<file path="config.mk">
export PLATFORM = sky130hd
export DESIGN_NAME = wb_mem_arbiter
export DESIGN_NICKNAME = d
export VERILOG_FILES = /design/src/rtl/wb_arb_pkg.sv /design/src/rtl/arb_timeout_ctr.sv /design/src/rtl/wb_mem_arbiter.sv
export SDC_FILE = /design/constraint.sdc
export NUM_CORES = 1
export LEC_CHECK = 0
export BUFFER_PORTS_ARGS = -buffer_cell sky130_fd_sc_hd__buf_2
export CORE_AREA = 3 3 92 94
export DETAILED_ROUTE_END_ITERATION = 10
export DIE_AREA = 0 0 95 97
export SYNTH_ARGS = -nofsm -noshare
export SYNTH_HDL_FRONTEND = slang
export SYNTH_SLANG_ARGS = --single-unit
</file>
<file path="constraint.sdc">
create_clock -name clk -period 2 [get_ports clk]
set_clock_uncertainty 0.2 [all_clocks]
set_input_delay 0.1 -clock clk [delete_from_list [all_inputs] [get_ports clk]]
set_output_delay 0.1 -clock clk [all_outputs]
set_load 0.01 [all_outputs]
</file>
<file path="src/rtl/wb_arb_pkg.sv">
// Shared constants for the two-master Wishbone memory arbiter.
package wb_arb_pkg;

    localparam logic [1:0] ARB_IDLE   = 2'd0;
    localparam logic [1:0] ARB_GNT_M0 = 2'd1;
    localparam logic [1:0] ARB_GNT_M1 = 2'd2;

    localparam logic M_CORE = 1'b0;
    localparam logic M_UART = 1'b1;

    // Grant state that corresponds to a master index.
    function automatic logic [1:0] gnt_state(input logic m);
        return (m == M_UART) ? ARB_GNT_M1 : ARB_GNT_M0;
    endfunction

endpackage

</file>
<file path="src/rtl/arb_timeout_ctr.sv">
// Wait-cycle counter for a granted transfer; hit fires on the last allowed wait cycle.
module arb_timeout_ctr #(
    parameter int TIMEOUT = 255
) (
    input  logic clk,
    input  logic rst,
    input  logic clr,
    input  logic inc,
    output logic hit
);

    localparam int CW = $clog2(TIMEOUT + 1);
    localparam logic [CW-1:0] LAST_WAIT = CW'(TIMEOUT - 1);

    logic [CW-1:0] cnt_r;

    // hit is combinational so the abort lands in the same cycle as the final wait.
    assign hit = inc & (cnt_r == LAST_WAIT);

    // Counter register: clear wins over increment.
    always_ff @(posedge clk or negedge rst) begin
        if (!rst) begin
            cnt_r <= {CW{1'b0}};
        end else if (clr) begin
            cnt_r <= {CW{1'b0}};
        end else if (inc) begin
            cnt_r <= cnt_r + CW'(1'b1);
        end else begin
            cnt_r <= cnt_r;
        end
    end

endmodule

</file>
<file path="src/rtl/wb_mem_arbiter.sv">
// Round-robin Wishbone arbiter sharing one single-port memory between the core and the UART bridge.
module wb_mem_arbiter
    import wb_arb_pkg::*;
#(
    parameter int DATA_WIDTH = 32,
    parameter int ADDR_WIDTH = 10,
    parameter int TIMEOUT    = 255
) (
    input  logic                  clk,
    input  logic                  rst,
    input  logic                  m0_cyc_i,
    input  logic                  m0_stb_i,
    input  logic                  m0_we_i,
    input  logic [ADDR_WIDTH-1:0] m0_adr_i,
    input  logic [DATA_WIDTH-1:0] m0_dat_i,
    output logic [DATA_WIDTH-1:0] m0_dat_o,
    output logic                  m0_ack_o,
    output logic                  m0_err_o,
    output logic                  m0_stall_o,
    input  logic                  m1_cyc_i,
    input  logic                  m1_stb_i,
    input  logic                  m1_we_i,
    input  logic [ADDR_WIDTH-1:0] m1_adr_i,
    input  logic [DATA_WIDTH-1:0] m1_dat_i,
    output logic [DATA_WIDTH-1:0] m1_dat_o,
    output logic                  m1_ack_o,
    output logic                  m1_err_o,
    output logic                  m1_stall_o,
    output logic                  s_cyc_o,
    output logic                  s_stb_o,
    output logic                  s_we_o,
    output logic [ADDR_WIDTH-1:0] s_adr_o,
    output logic [DATA_WIDTH-1:0] s_dat_o,
    input  logic [DATA_WIDTH-1:0] s_dat_i,
    input  logic                  s_ack_i
);

    logic [1:0] state_r;
    logic [1:0] state_nxt_s;
    logic       last_r;
    logic       gnt0_s;
    logic       gnt1_s;
    logic       hit_s;
    logic       clr_s;
    logic       inc_s;

    assign gnt0_s = (state_r == ARB_GNT_M0);
    assign gnt1_s = (state_r == ARB_GNT_M1);
    assign inc_s  = ((gnt0_s & m0_stb_i) | (gnt1_s & m1_stb_i)) & ~s_ack_i;
    assign clr_s  = s_ack_i | (state_nxt_s != state_r);

    arb_timeout_ctr #(
        .TIMEOUT(TIMEOUT)
    ) u_tmo (
        .clk(clk),
        .rst(rst),
        .clr(clr_s),
        .inc(inc_s),
        .hit(hit_s)
    );

    // Next-state logic: round-robin on ties, direct handoff when the other master waits.
    always_comb begin
        state_nxt_s = state_r;
        case (state_r)
            ARB_IDLE: begin
                if (m0_cyc_i && m1_cyc_i) begin
                    state_nxt_s = gnt_state(~last_r);
                end else if (m0_cyc_i) begin
                    state_nxt_s = ARB_GNT_M0;
                end else if (m1_cyc_i) begin
                    state_nxt_s = ARB_GNT_M1;
                end else begin
                    state_nxt_s = ARB_IDLE;
                end
            end
            ARB_GNT_M0: begin
                if (hit_s) begin
                    state_nxt_s = ARB_IDLE;
                end else if (m0_cyc_i) begin
                    state_nxt_s = ARB_GNT_M0;
                end else if (m1_cyc_i) begin
                    state_nxt_s = ARB_GNT_M1;
                end else begin
                    state_nxt_s = ARB_IDLE;
                end
            end
            ARB_GNT_M1: begin
                if (hit_s) begin
                    state_nxt_s = ARB_IDLE;
                end else if (m1_cyc_i) begin
                    state_nxt_s = ARB_GNT_M1;
                end else if (m0_cyc_i) begin
                    state_nxt_s = ARB_GNT_M0;
                end else begin
                    state_nxt_s = ARB_IDLE;
                end
            end
            default: begin
                state_nxt_s = ARB_IDLE;
            end
        endcase
    end

    // State register; reset leaves last pointing at the UART so the core wins the first tie.
    always_ff @(posedge clk or negedge rst) begin
        if (!rst) begin
            state_r <= ARB_IDLE;
            last_r  <= M_UART;
        end else begin
            state_r <= state_nxt_s;
            if (state_nxt_s == ARB_GNT_M0) begin
                last_r <= M_CORE;
            end else if (state_nxt_s == ARB_GNT_M1) begin
                last_r <= M_UART;
            end else begin
                last_r <= last_r;
            end
        end
    end

    // Request and response muxing; a timeout hit drops cyc/stb toward memory for that cycle.
    always_comb begin
        s_cyc_o  = 1'b0;
        s_stb_o  = 1'b0;
        s_we_o   = 1'b0;
        s_adr_o  = {ADDR_WIDTH{1'b0}};
        s_dat_o  = {DATA_WIDTH{1'b0}};
        m0_dat_o = {DATA_WIDTH{1'b0}};
        m0_ack_o = 1'b0;
        m0_err_o = 1'b0;
        m1_dat_o = {DATA_WIDTH{1'b0}};
        m1_ack_o = 1'b0;
        m1_err_o = 1'b0;
        if (gnt0_s) begin
            s_cyc_o  = m0_cyc_i & ~hit_s;
            s_stb_o  = m0_stb_i & ~hit_s;
            s_we_o   = m0_we_i;
            s_adr_o  = m0_adr_i;
            s_dat_o  = m0_dat_i;
            m0_dat_o = s_dat_i;
            m0_ack_o = s_ack_i;
            m0_err_o = hit_s;
        end else if (gnt1_s) begin
            s_cyc_o  = m1_cyc_i & ~hit_s;
            s_stb_o  = m1_stb_i & ~hit_s;
            s_we_o   = m1_we_i;
            s_adr_o  = m1_adr_i;
            s_dat_o  = m1_dat_i;
            m1_dat_o = s_dat_i;
            m1_ack_o = s_ack_i;
            m1_err_o = hit_s;
        end else begin
            s_cyc_o = 1'b0;
        end
    end

    // Stall is held low while in reset so every output is quiet during reset.
    assign m0_stall_o = rst & m0_cyc_i & ~gnt0_s;
    assign m1_stall_o = rst & m1_cyc_i & ~gnt1_s;

endmodule

</file>
==> impl_metrics.toml <==
[status]
outcome = "finished, final reports clean"

[cells_and_area]
final_cell_mix = "236 x buf_2, 64 x and2_1, 42 x a22o_1"
syn2layout_area_growth_pct = 105
fin_nets = 600
final_common_cell = "buf_2"
n_antenna_cell = 0
fillCellCount = 793
multi_input_area_sq_um = 1370
drive_gt1_share_pct = 63.7
sequential_cell_area_sq_um = 279

[worst_setup_path]
cp_cell_sequence = "buf_4, and2b_4, buf_16, and2_1, buf_2"
crit_fanout = 38
cp_slowest_cell = "dfrtp_2"
cpPeakStageDelay_ns = 0.42
worstSetupEndpointType = "output port"
cp.arrival_ns = 1.67
setup.worst_path.start = "state_r[0]"
critPathLaunchType = "flop"
path_class = "flop to output port"
worstReg2RegStart = "state_r[0]"
cp_data_required_time_ns = 1.70

[worst_hold_path]
hold_start = "m0_cyc_i"
hold_class = "input port to flop"

[power]
vdd_drop_max_mv = 0.205
power_w = 0.00196
leakagePower_nw = 2.02
powerDensity_nw_per_um2 = 573

[placed_design]
post-place-ws_ns = -0.0209
portBuffers = 239
dp_hpwl_mm = 6.82
gp_congestion = 0.815

[detailed_routing]
drt_iter0_markers = 63
drt_pass1_iterations = 6
drt_wl_total_mm = 9.32
met3_length_microns = 843
top_layer = "met4"
wl_per_cell_microns = 16.3
drc = 0
final_antenna_net_count = 0
vias = 2632
route.met2.wl_mm = 4.81
vias_per_cell = 4.59
m1WireLength_mm = 3.56

[sta]
slew_headroom_pct = 76.7
post-route-period-util_pct = 98.7
whs_ns = 0.0118
slew_violations = 0
layout_min_cycle_time_ns = 1.97
grt_setup_unrepaired = "yes"
finalHoldViolCount = 0
finalSetupViolations = 0
worst_slack_ns = 0.0255
fmax_mhz = 506
worst_slew_pin_slew_ns = 0.342

[global_routing]
antenna_found_initial = 0
grt_pass1_wl_mm = 12.5
grt_usage_pct = 16.8
gr-total-overflow = 0
grt_pass1_vias = 2572
grt_max_degree = 77

[synthesis]
synth-main-ff-cell = "dfrtp_1"
syn_avg_cell_area_sq_um = 7.90
ys_async_sr_fraction_pct = 100
syn_area_sq_um = 1670
synth-edff-count = 0
synth-seq-cells = 11
synth_area_leaders = "and2_1 24%, a22o_1 22%, dfrtp_1 15%, clkbuf_1 3.6%, nor3_1 2.7%"
ys_seq_area_share_pct = 16.5
synth_top_area_share_pct = 23.9
synth_warnings = 0
yosys.area.top_type = "and2_1"
ys_types = 35
synth_fp_nets = 340
synth_cells = 212

[floorplanning]
dieWidth_microns = 95
rows = 32
ios = 240
core_area_sq_um = 7730
die_area_sq_um = 9220
die_y_microns = 97
start_util_pct = 21.7

[clock_tree]
cts_buffers = 3
cts_tree = "done"
cts_sinks = 11
clk_pin_slew_worst_paths_ns = 0.05
clock_latency_ns = 0.24
htreeDepth = 1
root_buffer = "clkbuf_8"
clock_path_buffers = 2

[flow_run]
max_cap_violations = 0
[per-layer routing]
layer / GRT usage (%) / up-vias
met4: 3.11 / 0
met2: 33.4 / 161
met5: 0 / -
met1: 17.8 / 1179
met3: 3.50 / 10
li1: - / 1282
[metrics by stage]
step | cells | cell area (sq um) | util [%] | setup TNS [ns]
floorplan | 212 | 1680 | - | 0
global placement | 551 | 3080 | 39.8 | 0
detailed placement | 551 | 3080 | 39.8 | -0.0548
CTS | 563 | 3220 | 41.7 | 0
global route | 573 | 3430 | 44.3 | -1.85
finish | 573 | 3430 | 44.3 | 0
[sequential cells by signal, summed over array words and instances, names as in the netlist]
name,count
last_r,1
u_tmo.cnt_r,8
state_r,2
[power breakdown]
part / switching (W) / total [W] / internal [W]
combinational: 0.000748 / 0.00147 / 0.000723
sequential: 0.0000141 / 0.000263 / 0.000249
clock: 0.0000865 / 0.000227 / 0.000140
[critical path: cells and delay by family (launching register included)]
| family | cells | cell delay, ns |
|---|---|---|
| buffers and inverters | 3 | 0.50 |
| and+or+nand+nor | 2 | 0.49 |
| DFF | 1 | 0.42 |
[repair_timing]
action / in CTS / in global routing
setup buffers: 5 / 3
gates resized for setup: 7 / 18
setup endpoints to repair: 84 / 35
hold buffers: 2 / 0
cloned: 1 / 7
pin swaps: 1 / 11
endpoints found under the hold margin: 12 / 0
[synth_stat cells, types with 2 or more instances]
| cell | n |
|---|---|
| a211oi_1 | 2 |
| a21oi_1 | 6 |
| a22o_1 | 43 |
| and2_1 | 64 |
| and3_1 | 2 |
| buf_6 | 2 |
| clkbuf_1 | 16 |
| dfrtp_1 | 10 |
| ha_1 | 3 |
| inv_1 | 5 |
| mux2i_2 | 2 |
| nand2_1 | 3 |
| nand2b_1 | 2 |
| nand3_1 | 2 |
| nand3b_4 | 2 |
| nand4_1 | 2 |
| nor2_1 | 10 |
| nor3_1 | 9 |
| o211ai_2 | 2 |
| o21ai_0 | 5 |
| xnor2_1 | 3 |
| xor2_1 | 4 |
[area by class of cell]
cell class	count	share of cell area [%]
clock buffers	4	1.31
inverters	5	0.548
multi-input cells	178	40.0
flip-flops and latches	11	8.14
well taps	102	3.73
repair buffers	273	46.2
[path summary, 6_finish.rpt]
check,slack (ns),cells past startpoint,endpoint
min in group asynchronous,0.08,2,u_tmo.cnt_r[4]
max reg2reg,0.03,7,last_r
max in group asynchronous,1.24,2,last_r
min,0.01,3,state_r[0]
max,0.03,5,m1_dat_o[10]
min reg2reg,0.34,2,last_r
[kinds of logic after synthesis]
group	count (synthesis)	synth area share, %
multiplexers	3	2.24
buffers and inverters	24	6.28
flip-flops	11	16.5
AND/OR/NAND/NOR	102	38.2
AO/OA/AOI/OAI	62	30.9
adder cells (fa/ha/maj)	3	2.24
XOR/XNOR	7	3.66
(Power assumes the default switching activity.)
